<file path="src/rtl/reg_writeback_arbiter_pkg.sv">
// Shared widths and source encoding for the register-file
// write-back front end.
package reg_writeback_arbiter_pkg;

   localparam int DEF_DATA_W     = 32;
   localparam int DEF_ADDR_W     = 5;
   localparam int DEF_FIFO_DEPTH = 4;
   localparam int BUS_MSB        = DEF_DATA_W - 1;
   localparam int RF_MSB         = DEF_ADDR_W - 1;
   localparam int REG_COUNT      = 1 << DEF_ADDR_W;

   typedef enum logic {
      SRC_ALU = 1'b0,
      SRC_LD  = 1'b1
   } src_e;

endpackage

</file>
<file path="src/rtl/reg_writeback_arbiter_if.sv">
// Producer handshakes, issue tap and register-file write port
// of the write-back arbiter.
interface reg_writeback_arbiter_if
   import reg_writeback_arbiter_pkg::*;
#(
   parameter int DATA_W = DEF_DATA_W,
   parameter int ADDR_W = DEF_ADDR_W
);

   logic                    i_AluValid;
   logic [ADDR_W-1:0]       i_AluAddr;
   logic [DATA_W-1:0]       i_AluData;
   logic                    o_AluReady;
   logic                    i_LdValid;
   logic [ADDR_W-1:0]       i_LdAddr;
   logic [DATA_W-1:0]       i_LdData;
   logic                    o_LdReady;
   logic                    i_IssueValid;
   logic [ADDR_W-1:0]       i_IssueAddr;
   logic                    o_WrEnable;
   logic [ADDR_W-1:0]       o_WrAddr;
   logic [DATA_W-1:0]       o_WrData;
   logic [(2**ADDR_W)-1:0]  o_Pending;
   logic                    o_Idle;

   modport master (
      output i_AluValid, i_AluAddr, i_AluData,
      output i_LdValid, i_LdAddr, i_LdData,
      output i_IssueValid, i_IssueAddr,
      input  o_AluReady, o_LdReady,
      input  o_WrEnable, o_WrAddr, o_WrData,
      input  o_Pending, o_Idle
   );

   modport slave (
      input  i_AluValid, i_AluAddr, i_AluData,
      input  i_LdValid, i_LdAddr, i_LdData,
      input  i_IssueValid, i_IssueAddr,
      output o_AluReady, o_LdReady,
      output o_WrEnable, o_WrAddr, o_WrData,
      output o_Pending, o_Idle
   );

endinterface

</file>
<file path="src/rtl/reg_writeback_arbiter_wb_fifo.sv">
// Circular-buffer sync FIFO holding {addr, data} write-back
// entries; pointers carry an extra wrap bit.
module wb_fifo #(
   parameter int W     = 37,
   parameter int DEPTH = 4
)(
   input  logic                       i_Clk,
   input  logic                       i_Rst_n,
   input  logic                       i_push,
   input  logic [W-1:0]               i_data,
   input  logic                       i_pop,
   output logic [W-1:0]               o_head,
   output logic                       o_empty,
   output logic [$clog2(DEPTH):0]     o_count
);

   localparam int PW = $clog2(DEPTH);

   logic [PW:0]  wptr, rptr;
   logic [W-1:0] mem [DEPTH];
   logic         full, do_push, do_pop;

   assign full    = (wptr[PW] != rptr[PW]) &&
                    (wptr[PW-1:0] == rptr[PW-1:0]);
   assign o_empty = (wptr == rptr);
   assign do_push = i_push && !full;
   assign do_pop  = i_pop && !o_empty;
   assign o_head  = mem[rptr[PW-1:0]];
   assign o_count = wptr - rptr;

   always_ff @(posedge i_Clk or negedge i_Rst_n) begin
      if (!i_Rst_n) begin
         wptr <= '0;
         rptr <= '0;
      end else begin
         if (do_push) wptr <= wptr + 1'b1;
         if (do_pop)  rptr <= rptr + 1'b1;
      end
   end

   // storage needs no reset: empty pointers hide stale entries
   always_ff @(posedge i_Clk) begin
      if (do_push) mem[wptr[PW-1:0]] <= i_data;
   end

endmodule

</file>
<file path="src/rtl/reg_writeback_arbiter.sv">
// Merges ALU and load results into the single register-file
// write port and tracks registers with writes still in flight.
module reg_writeback_arbiter
   import reg_writeback_arbiter_pkg::*;
#(
   parameter int DATA_W     = DEF_DATA_W,
   parameter int ADDR_W     = DEF_ADDR_W,
   parameter int FIFO_DEPTH = DEF_FIFO_DEPTH
)(
   input logic                     i_Clk,
   input logic                     i_Rst_n,
   reg_writeback_arbiter_if.slave  bus
);

   localparam int ENT_W = ADDR_W + DATA_W;
   localparam int CNT_W = $clog2(FIFO_DEPTH) + 1;
   localparam int NREG  = 2 ** ADDR_W;

   logic [ENT_W-1:0]  alu_head, ld_head, gnt_entry;
   logic [CNT_W-1:0]  alu_count, ld_count;
   logic              alu_empty, ld_empty;
   logic              gnt_alu, gnt_ld, gnt_any;
   logic [ADDR_W-1:0] gnt_addr;
   src_e              last_src;
   logic              wr_en_q;
   logic [ADDR_W-1:0] wr_addr_q;
   logic [DATA_W-1:0] wr_data_q;
   logic [NREG-1:0]   pend_q, pend_nxt;

   wb_fifo #(.W(ENT_W), .DEPTH(FIFO_DEPTH)) u_alu_fifo (
      .i_Clk   (i_Clk),
      .i_Rst_n (i_Rst_n),
      .i_push  (bus.i_AluValid),
      .i_data  ({bus.i_AluAddr, bus.i_AluData}),
      .i_pop   (gnt_alu),
      .o_head  (alu_head),
      .o_empty (alu_empty),
      .o_count (alu_count)
   );

   wb_fifo #(.W(ENT_W), .DEPTH(FIFO_DEPTH)) u_ld_fifo (
      .i_Clk   (i_Clk),
      .i_Rst_n (i_Rst_n),
      .i_push  (bus.i_LdValid),
      .i_data  ({bus.i_LdAddr, bus.i_LdData}),
      .i_pop   (gnt_ld),
      .o_head  (ld_head),
      .o_empty (ld_empty),
      .o_count (ld_count)
   );

   assign bus.o_AluReady = alu_count < CNT_W'(FIFO_DEPTH);
   assign bus.o_LdReady  = ld_count < CNT_W'(FIFO_DEPTH);

   // contention goes to whichever source lost the last grant
   always_comb begin
      gnt_alu = 1'b0;
      gnt_ld  = 1'b0;
      unique case ({~alu_empty, ~ld_empty})
         2'b11: begin
            gnt_alu = (last_src == SRC_LD);
            gnt_ld  = (last_src == SRC_ALU);
         end
         2'b10: gnt_alu = 1'b1;
         2'b01: gnt_ld  = 1'b1;
         default: ;
      endcase
   end

   assign gnt_any   = gnt_alu | gnt_ld;
   assign gnt_entry = gnt_ld ? ld_head : alu_head;
   assign gnt_addr  = gnt_entry[ENT_W-1:DATA_W];

   // a new issue outranks a commit to the same register
   always_comb begin
      pend_nxt = pend_q;
      if (gnt_any) pend_nxt[gnt_addr] = 1'b0;
      if (bus.i_IssueValid) pend_nxt[bus.i_IssueAddr] = 1'b1;
   end

   always_ff @(posedge i_Clk or negedge i_Rst_n) begin
      if (!i_Rst_n) begin
         wr_en_q   <= 1'b0;
         wr_addr_q <= '0;
         wr_data_q <= '0;
         last_src  <= SRC_LD;
         pend_q    <= '0;
      end else begin
         wr_en_q <= gnt_any;
         pend_q  <= pend_nxt;
         if (gnt_any) begin
            wr_addr_q <= gnt_addr;
            wr_data_q <= gnt_entry[DATA_W-1:0];
            last_src  <= gnt_ld ? SRC_LD : SRC_ALU;
         end
      end
   end

   assign bus.o_WrEnable = wr_en_q;
   assign bus.o_WrAddr   = wr_addr_q;
   assign bus.o_WrData   = wr_data_q;
   assign bus.o_Pending  = pend_q;
   assign bus.o_Idle     = alu_empty & ld_empty & ~wr_en_q;

endmodule

</file>
<file path="src/flat_wrapper.sv">
// flat-port wrapper written by rule: the top's interface ports become plain ports
module reg_writeback_arbiter_flat import reg_writeback_arbiter_pkg::*;
#(
   parameter int DATA_W     = DEF_DATA_W,
   parameter int ADDR_W     = DEF_ADDR_W,
   parameter int FIFO_DEPTH = DEF_FIFO_DEPTH
)
  (i_Clk, i_Rst_n, bus_i_AluValid, bus_i_AluAddr, bus_i_AluData, bus_i_LdValid, bus_i_LdAddr, bus_i_LdData, bus_i_IssueValid, bus_i_IssueAddr, bus_o_AluReady, bus_o_LdReady, bus_o_WrEnable, bus_o_WrAddr, bus_o_WrData, bus_o_Pending, bus_o_Idle);
  reg_writeback_arbiter_if #(.DATA_W(DATA_W), .ADDR_W(ADDR_W)) bus_i ();
  input logic i_Clk;
  input logic i_Rst_n;
  input wire logic [$bits(bus_i.i_AluValid)-1:0] bus_i_AluValid;
  input wire logic [$bits(bus_i.i_AluAddr)-1:0] bus_i_AluAddr;
  input wire logic [$bits(bus_i.i_AluData)-1:0] bus_i_AluData;
  input wire logic [$bits(bus_i.i_LdValid)-1:0] bus_i_LdValid;
  input wire logic [$bits(bus_i.i_LdAddr)-1:0] bus_i_LdAddr;
  input wire logic [$bits(bus_i.i_LdData)-1:0] bus_i_LdData;
  input wire logic [$bits(bus_i.i_IssueValid)-1:0] bus_i_IssueValid;
  input wire logic [$bits(bus_i.i_IssueAddr)-1:0] bus_i_IssueAddr;
  output wire logic [$bits(bus_i.o_AluReady)-1:0] bus_o_AluReady;
  output wire logic [$bits(bus_i.o_LdReady)-1:0] bus_o_LdReady;
  output wire logic [$bits(bus_i.o_WrEnable)-1:0] bus_o_WrEnable;
  output wire logic [$bits(bus_i.o_WrAddr)-1:0] bus_o_WrAddr;
  output wire logic [$bits(bus_i.o_WrData)-1:0] bus_o_WrData;
  output wire logic [$bits(bus_i.o_Pending)-1:0] bus_o_Pending;
  output wire logic [$bits(bus_i.o_Idle)-1:0] bus_o_Idle;
  assign bus_i.i_AluValid = bus_i_AluValid;
  assign bus_i.i_AluAddr = bus_i_AluAddr;
  assign bus_i.i_AluData = bus_i_AluData;
  assign bus_i.i_LdValid = bus_i_LdValid;
  assign bus_i.i_LdAddr = bus_i_LdAddr;
  assign bus_i.i_LdData = bus_i_LdData;
  assign bus_i.i_IssueValid = bus_i_IssueValid;
  assign bus_i.i_IssueAddr = bus_i_IssueAddr;
  assign bus_o_AluReady = bus_i.o_AluReady;
  assign bus_o_LdReady = bus_i.o_LdReady;
  assign bus_o_WrEnable = bus_i.o_WrEnable;
  assign bus_o_WrAddr = bus_i.o_WrAddr;
  assign bus_o_WrData = bus_i.o_WrData;
  assign bus_o_Pending = bus_i.o_Pending;
  assign bus_o_Idle = bus_i.o_Idle;
  reg_writeback_arbiter #(.DATA_W(DATA_W), .ADDR_W(ADDR_W), .FIFO_DEPTH(FIFO_DEPTH)) u_core (.i_Clk(i_Clk), .i_Rst_n(i_Rst_n), .bus(bus_i));
endmodule
</file>
<file path="config.mk">
export PLATFORM = sky130hd
export DESIGN_NAME = reg_writeback_arbiter_flat
export DESIGN_NICKNAME = d
export VERILOG_FILES = /design/src/rtl/reg_writeback_arbiter_pkg.sv /design/src/rtl/reg_writeback_arbiter_if.sv /design/src/rtl/reg_writeback_arbiter_wb_fifo.sv /design/src/rtl/reg_writeback_arbiter.sv /design/src/flat_wrapper.sv
export SDC_FILE = /design/constraint.sdc
export NUM_CORES = 1
export LEC_CHECK = 0
export ABC_AREA = 1
export BUFFER_PORTS_ARGS = -buffer_cell sky130_fd_sc_hd__buf_2
export CAP_MARGIN = 30
export CORE_UTILIZATION = 45
export CTS_CLUSTER_SIZE = 24
export DETAILED_ROUTE_END_ITERATION = 7
export MAX_ROUTING_LAYER = met4
export PLACE_DENSITY = 0.74
export SLEW_MARGIN = 10
export SYNTH_ARGS = -nofsm -noshare
export SYNTH_HDL_FRONTEND = slang
export SYNTH_HIERARCHICAL = 1
export SYNTH_SLANG_ARGS = --single-unit
export TNS_END_PERCENT = 20
</file>
<file path="constraint.sdc">
create_clock -name i_Clk -period 5 [get_ports i_Clk]
set_input_delay 0 -clock i_Clk [delete_from_list [all_inputs] [get_ports i_Clk]]
set_output_delay 0 -clock i_Clk [all_outputs]
set_load 0.05 [all_outputs]
</file>
==> metrics, run 1 <==
total track usage=21.6%; run status=completed; max_slew headroom=33.1%; final wirelength=37600 um; root buffer cell=clkbuf_16; Final min period=3.18 ns; Mapped Cells=1272; final setup fails=0; Worst Setup Start Kind=register; Slew Viols, Final=0; final RePlAce weighted congestion=0.857; Hold Startpoint=bus_i_LdData[8]; DR pass1 iterations=5; Cell Rows=68; yosys warns=6; Worst Setup End Kind=register; MaxCap Viol Count=0; largest net degree at the start of global routing=78; Initial Util=45.6%; Vias/cell=5.35; placed instance area=16900 um^2; Post-Place Setup Slack=1.81 ns; post-route insts no fill=2005; Ports=157; post-placement cell count=1839; cell area after synthesis=15700 um^2; PwrDens=725 nW/um^2; Worst Path Arrival=3.59 ns; area delta synth->final=21.6%; mean area per synthesized cell=12.3 um^2; Leak=7.35 nW; R2R Path Start=u_core/u_ld_fifo/rptr[1]; DR WL/cell=18.8 um; CTS tree=yes; port bufs=156; number of global-route vias before repair=10400; Worst Slack Setup Final=1.82 ns; Critical Path RT=5.41 ns; layout cells sized above 1=22.0%; total power=13.8 mW; final hold vios=0; TNS Setup=0 ns; Die Span Y=189 um; Min-Delay Path Class=in -> reg; Post-Route Utilization=55.4%; Final HPWL DP=23900 um; die area=35600 um^2; worst skew pair latency=0.52 ns; DRC viols=0; post_cts resized=0; core box area=34500 um^2; first-pass GRT wire length=58200 um; global route overflow=0; antenna viol nets, final=0; DRT iter0 DRCs=939; Max FO, Critical Path=42; fmax=314 MHz; Max Clock Skew=0.0211 ns; hold slack=0.226 ns; Reg clk slew, reported paths=0.06 ns; WS Path Type=reg -> reg; slew at the pin closest to its max-slew limit=0.996 ns; Syn Nets=1372; Num CTS Buffers=38; clk sink count=379; CTS Buffer Depth=3; Setup crit start=u_core/u_ld_fifo/rptr[1]; period utilization=63.7%; H-tree depth=2; Vias=10700; initial antenna violation count=3; RSZ-0062 raised after global routing=false; fin area=19100 um^2; Die Wd=189 um; Nets=1619; worst vdd ir=427 uV
## registers in the layout, indices dropped and copies added, names as in the netlist
register,flops
u_core/bus.o_WrAddr,5
u_core/u_ld_fifo/rptr,3
u_core/u_alu_fifo/mem,148
u_core/u_alu_fifo/rptr,3
u_core/last_src,1
u_core/u_ld_fifo/mem,148
u_core/u_ld_fifo/wptr,3
u_core/u_alu_fifo/wptr,3
u_core/bus.o_Pending,32
u_core/bus.o_WrData,32
u_core/bus.o_WrEnable,1
## cells in the final DEF (no fill, tap or decap), types with 5 or more instances in the layout
cell             n
edfxtp_1       296
nand2_1        249
inv_1           36
inv_2            6
xor2_1           5
clkbuf_16       39
nand2_4         10
o22ai_2         20
dlygate4sd3_1   91
buf_4           19
nor3_1           9
nor2_4          38
nand3_1         86
ha_1            14
o22ai_1         54
clkbuf_1         6
nand2_2         10
o21ai_2         14
buf_2          155
dfrtp_1         80
o21ai_0        128
nor2_1         133
clkinv_2         6
clkinv_1         7
o21ai_1         10
## where the power goes
part	internal (mW)	leakage, nW	switching [mW]
sequential	4.36	3.69	0.392
combinational	1.61	3.06	4.70
clock	1.63	0.596	1.14
total	7.60	7.35	6.23
## critical path, cell delays in order (launching register included)
cell	delay [ns]
dfrtp_1	0.32
buf_4	0.37
inv_2	0.07
ha_1	0.28
nand2_1	0.04
inv_1	0.07
nand3_1	0.16
inv_1	0.13
inv_2	0.09
nand2_4	0.40
inv_2	0.44
nand2_1	0.23
nand2_4	0.12
nor2_4	0.16
nand2_1	0.07
nand2_1	0.09
nand2_1	0.05
## final timing paths
| check | endpoint | slack [ns] | cells past startpoint |
|---|---|---|---|
| max | u_core/bus.o_Pending[9] | 1.82 | 16 |
| min | u_core/u_ld_fifo/mem[1][8] | 0.23 | 2 |
| max reg2reg | u_core/bus.o_Pending[9] | 1.82 | 16 |
| min reg2reg | u_core/bus.o_Pending[6] | 0.47 | 2 |
| max in group asynchronous | u_core/bus.o_Pending[24] | 3.72 | 5 |
| min in group asynchronous | u_core/bus.o_Pending[21] | 0.50 | 4 |
## routing by layer
layer  global-route usage, %  vias up  part of all wire, %
li1                        -     4965                    -
met1                    29.2     5286                   43
met2                    33.9      400                   48
met3                    3.02       68                  6.0
met4                    6.64        0                  2.6
met5                       -        -                    0
## area by class of cell
| cell class | instances | area, um^2 |
|---|---|---|
| fillers | 2768 | 15400 |
| flip-flops and latches | 379 | 11000 |
| multi-input cells | 785 | 4200 |
| repair buffers | 270 | 1950 |
| clock buffers | 48 | 1040 |
| well taps | 455 | 569 |
| clock inverters | 20 | 183 |
| inverters | 45 | 175 |
| diodes | 3 | 7.51 |
## repair_timing
item / in CTS / in global routing
setup buffers: 0 / 0
endpoints found under the hold margin: 385 / 4
hold buffers: 90 / 1
(Power assumes the default switching activity.)
==> inputs of run 2 (changes only) <==
- ABC_AREA: 1 -> 0
- PLACE_DENSITY: 0.74 -> 0.75
- clock period: 5 -> 3.31 ns (I/O delays scaled with it)
==> run 2 against run 1 <==
Net effect: the run now ends with hold timing left; final area down 2.4%; combinational power up 43%; sequential share of layout area rose by 1.4 points; first-iteration DRC count decreased by 26%; power grew 47%; routed wire length down 6.3%; utilization grew 0.30 points; largest power group unchanged.
==> metrics, run 2 <==
Vias/cell=5.65; largest net degree at the start of global routing=40; cell area after synthesis=15200 um^2; DR pass1 iterations=7; Worst Setup End Kind=register; Top delay family on crit path=buffers and inverters; RSZ-0062 raised after global routing=false; DR WL/cell=22.5 um; antenna viol nets, final=0; Syn Nets=933; internal cell power=12.0 mW; worst vdd ir=632 uV; final hold vios=7; WS Path Type=reg -> reg; Worst Setup Start Kind=register; Initial Util=45.6%; Ports=157; Max FO, Critical Path=18; Post-CTS Setup Repair Bufs=0; mean area per synthesized cell=18.3 um^2; total power=20.4 mW; CP max stage cell=dfrtp_4; worst skew pair latency=0.54 ns; PwrDens=1090 nW/um^2; port bufs=156; Num CTS Buffers=38; Final HPWL DP=22100 um; Sw Share=41.0%; Slew Viols, Final=0; first-pass GRT wire length=53600 um; Die Span Y=186 um; layout cells sized above 1=31.5%; Switch Pwr=8.35 mW; Vias=8868; TNS Setup=0 ns; violations in the final reports=hold timing; most frequent cells in the layout=edfxtp_1, buf_2, dlygate4sd3_1; Critical Path RT=3.72 ns; CP endpoint=u_core/bus.o_Pending[16]; slew at the pin closest to its max-slew limit=0.757 ns; crit-path cells=ha_1 > nand2_1 > nor2_4 > buf_4 > o21ai_2 > and3_1 > o221ai_1 > dlygate4sd3_1; max incr delay on CP=0.59 ns; fmax=323 MHz; Die Wd=186 um; MaxCap Viol Count=0; final RePlAce weighted congestion=0.867; Reg clk slew, reported paths=0.06 ns; sequential share of power=35.8%; CTS Buffer Depth=3; period utilization=93.5%; Min-Delay Path Class=in -> async; DRT iter0 DRCs=696; combinational power share=44.3%; Leak=6.83 nW; run status=complete, but fails checks; global route overflow=0; clk sink count=379; root buffer cell=clkbuf_16; initial antenna violation count=1; reg2reg setup slack=0.22 ns; CTS tree=yes; die area=34600 um^2; H-tree depth=2; Worst Path Arrival=3.50 ns; Nets=1191; final wirelength=35300 um; max_slew headroom=49.6%; Setup crit start=u_core/u_ld_fifo/rptr[0]; DRC viols=0; yosys warns=6; Worst R2R Path Depth=8; area delta synth->final=22.2%; FF-to-FF End=u_core/bus.o_Pending[16]; final setup fails=0; total track usage=21.5%; Final min period=3.09 ns; number of global-route vias before repair=9207; most common cell after layout, fill and taps aside=edfxtp_1; R2R Path Start=u_core/u_ld_fifo/rptr[0]; Max Clock Skew=0.0216 ns; hold slack=-0.00506 ns; core box area=33400 um^2; Clock power frac=20.0%; Critical Path Stages=8; Mapped Cells=833; Cell Rows=67; Buf/Inv on CP=2
-- run 2: changes by cell type in the layout (fill, tap and decap cells not counted), moves of 36 or more --
cell | previous run | this run
nand3_1 | 86 | 31
o21ai_0 | 128 | 5
nor2_4 | 38 | 2
nor2_1 | 133 | 9
mux4_2 | 0 | 74
nand2_1 | 249 | 21
-- run 2: how the worst min path moves through the flow --
stage                     cells after the start                          end          startpoint  slack (ns)
final                                         2    u_core/u_alu_fifo/wptr[1]             i_Rst_n      -0.005
after global routing                          2     u_core/bus.o_Pending[31]             i_Rst_n        0.03
after CTS                                     3     u_core/bus.o_Pending[20]  bus_i_IssueAddr[1]       0.002
after detailed placement                      1    u_core/u_alu_fifo/wptr[2]             i_Rst_n       0.006
after global placement                        1  u_core/u_ld_fifo/mem[0][10]    bus_i_LdData[10]        0.21
after floorplan                               0      u_core/bus.o_Pending[0]             i_Rst_n       -0.30
-- run 2: stage by stage --
| stage | cell area [um^2] | std cells | util (%) | setup WS [ns] |
|---|---|---|---|---|
| after floorplan | 15200 | 833 | - | 0.606 |
| after global placement | 16600 | 1417 | 49.7 | 0.506 |
| after detailed placement | 16600 | 1418 | 49.8 | 0.475 |
| after CTS | 18600 | 1568 | 55.7 | 0.214 |
| after global routing | 18600 | 1569 | 55.7 | 0.0784 |
| final | 18600 | 1570 | 55.7 | 0.216 |
-- run 2: repair_timing --
| action | CTS | global route |
|---|---|---|
| hold buffers | 81 | 0 |
| resized for setup | 0 | 1 |
| hold endpoints to repair | 412 | 0 |
| endpoints found under the setup margin | 0 | 1 |
-- run 2: cell type report --
cell class              count  area [um^2]
clock buffers              48         1010
fillers                  2523        14800
well taps                 448          561
multi-input cells         363         3890
diodes                      2         5.00
repair buffers            258         1840
flip-flops and latches    379        11000
inverters                  51          191
clock inverters            21          165
-- run 2: metal layers --
layer | GRT usage (%) | routed length (um) | vias to the layer above
met3 | 4.07 | 2810 | 61
met2 | 34.6 | 17300 | 432
met1 | 28.3 | 14500 | 4503
li1 | - | - | 3872
met4 | 5.70 | 688 | 0
met5 | - | 0 | -
-- run 2: power by group through the flow --
stage	logic (mW)	registers, mW	clock network, mW
2_1_floorplan	5.30	8.55	0
3_3_place_gp	8.69	7.30	0
3_5_place_dp	8.86	7.37	0
4_1_cts	9.00	7.28	4.12
5_1_grt	9.60	7.41	4.32
6_report	9.01	7.28	4.06
-- run 2: worst register-to-register path: cells and delay by family, from the launching register on --
family                   cells  cell delay, ns
flip-flops                   1            0.59
adder cells (fa/ha/maj)      1            0.37
buffers and inverters        2            0.82
AND/OR/NAND/NOR              3            0.77
AO/OA/AOI/OAI                2            0.43
==> inputs of run 3 (changes only) <==
- CORE_ASPECT_RATIO: default -> 1.1
==> run 3 against run 2 <==
Net effect: clock-buffer cell count is 7 higher; sequential power is 0.8% lower; sequential share of layout area is 0.27 points lower; final area is 0.44% higher; register-to-register slack better by 0.32 ns; clock power is 6.4% higher; power is 1.2% higher; largest power group unchanged; clock skew is 0.0064 ns lower; via count is 0.65% lower; final cell count is 0.76% lower; largest cell class unchanged; critical path depth is 1 higher; global-route usage is 0.50 points lower; the run now ends clean.
==> metrics, run 3 (synthesis results as in run 2) <==
first-pass GRT wire length=53000 um; final RePlAce weighted congestion=0.806; DRT iter0 DRCs=763; Max Clock Skew=0.0153 ns; clk sink count=379; post-placement cell count=1402; sequential share of power=35.0%; antenna viol nets, final=0; CTS Buffer Depth=3; most frequent cells in the layout=edfxtp_1, buf_2, dlygate4sd3_1; Max FO, Critical Path=26; layout cells sized above 1=30.9%; Clock power frac=21.0%; final wirelength=34700 um; fmax=361 MHz; Reg clk slew, reported paths=0.06 ns; TNS Setup=0 ns; reg2reg setup slack=0.54 ns; Ports=157; H-tree depth=2; DR WL/cell=22.3 um; Hold Startpoint=bus_i_IssueValid; CP max stage cell=a211oi_4; run status=completed; post-route insts no fill=1558; DRC viols=0; CTS tree=yes; most common cell after layout, fill and taps aside=edfxtp_1; final setup fails=0; Die Wd=178 um; Die Span Y=195 um; Worst Path Arrival=3.15 ns; core box area=33300 um^2; total track usage=21.0%; Setup crit start=u_core/u_alu_fifo/wptr[0]; worst skew pair latency=0.53 ns; final hold vios=0; Vias=8810; max_slew headroom=44.4%; Final HPWL DP=21500 um; Vias/cell=5.65; internal cell power=12.3 mW; WS Path Type=reg -> reg; Initial Util=45.8%; largest net degree at the start of global routing=60; number of global-route vias before repair=9178; area delta synth->final=22.8%; Nets=1194; die area=34600 um^2; R2R Path Start=u_core/u_alu_fifo/wptr[0]; global route overflow=0; crit-path cells=inv_1 > ha_1 > nand2_1 > nor2_4 > nand2b_4 > nand2_4 > inv_2 > a211oi_4 > o221ai_1; Sw Share=40.3%; Slew Viols, Final=0; Cell Rows=70; combinational power share=44.0%; root buffer cell=clkbuf_16; initial antenna violation count=1; MaxCap Viol Count=0; period utilization=83.7%; RSZ-0062 raised after global routing=false; Num CTS Buffers=39; fin area=18700 um^2; max incr delay on CP=0.47 ns; PwrDens=1100 nW/um^2; placed instance area=16600 um^2; Buf/Inv on CP=2; Leak=6.88 nW; post_cts resized=0; Critical Path RT=3.69 ns; DR pass1 iterations=5; port bufs=156; Top delay family on crit path=simple AND/OR/NAND/NOR gates; Worst Setup Start Kind=register; worst vdd ir=841 uV; Min-Delay Path Class=in -> reg; slew at the pin closest to its max-slew limit=0.834 ns; Worst Setup End Kind=register; Switch Pwr=8.31 mW; Final min period=2.77 ns
[run 3: repair_timing]
action	CTS	global route
setup endpoints to repair	0	0
hold endpoints to repair	387	0
hold buffers	83	0
buffers inserted	0	0
[run 3: cell type report]
cell class,count,area [um^2]
Antenna cell,1,2.50
Clock buffer,55,1090
Clock inverter,17,201
Fill cell,2529,14600
Inverter,51,191
Multi-Input combinational cell,363,3890
Sequential cell,379,11000
Tap cell,432,541
Timing Repair Buffer,260,1830
[run 3: routing by layer]
layer / vias up / wire length, um / track usage [%]
li1: 3879 / - / -
met1: 4490 / 14100 / 27.2
met5: - / 0 / -
met4: 0 / 590 / 5.16
met2: 387 / 17600 / 34.5
met3: 54 / 2400 / 3.76
[run 3: worst register-to-register path, delay by kind of cell, from the launching register on]
kind / cells / cell delay (ns)
AOI/OAI and AO/OA: 2 / 0.68
adders and majority gates: 1 / 0.30
buffers and inverters: 2 / 0.29
DFF: 1 / 0.40
and+or+nand+nor: 4 / 0.97
[run 3: path summary, 6_finish.rpt]
kind                            depth (start not counted)                       end
worst max-delay path                                    9   u_core/bus.o_Pending[6]
worst min-delay path                                    3  u_core/bus.o_Pending[14]
worst max register to register                          9   u_core/bus.o_Pending[6]
worst min register to register                          2           u_core/last_src
max in group asynchronous                               3  u_core/u_ld_fifo/rptr[0]
min in group asynchronous                               2  u_core/bus.o_Pending[28]
[run 3: through the flow]
step / utilization [%] / total power, mW / hold slack (ns) / worst slack (ns)
after CTS: 56.2 / 20.7 / 0.0867 / 0.488
after detailed placement: 49.9 / 16.2 / 0.147 / 0.537
after global placement: 49.9 / 16.0 / 0.144 / 0.606
after global routing: 56.2 / 21.6 / 0.128 / 0.359
final: 56.2 / 20.6 / 0.116 / 0.539
after floorplan: - / 13.8 / -0.296 / 0.606
[run 3: power groups by stage]
stage | clock network [mW] | logic, mW | registers, mW
6_report | 4.32 | 9.05 | 7.22
5_1_grt | 4.58 | 9.67 | 7.35
2_1_floorplan | 0 | 5.30 | 8.55
3_5_place_dp | 0 | 8.94 | 7.31
3_3_place_gp | 0 | 8.79 | 7.22
4_1_cts | 4.40 | 9.09 | 7.22
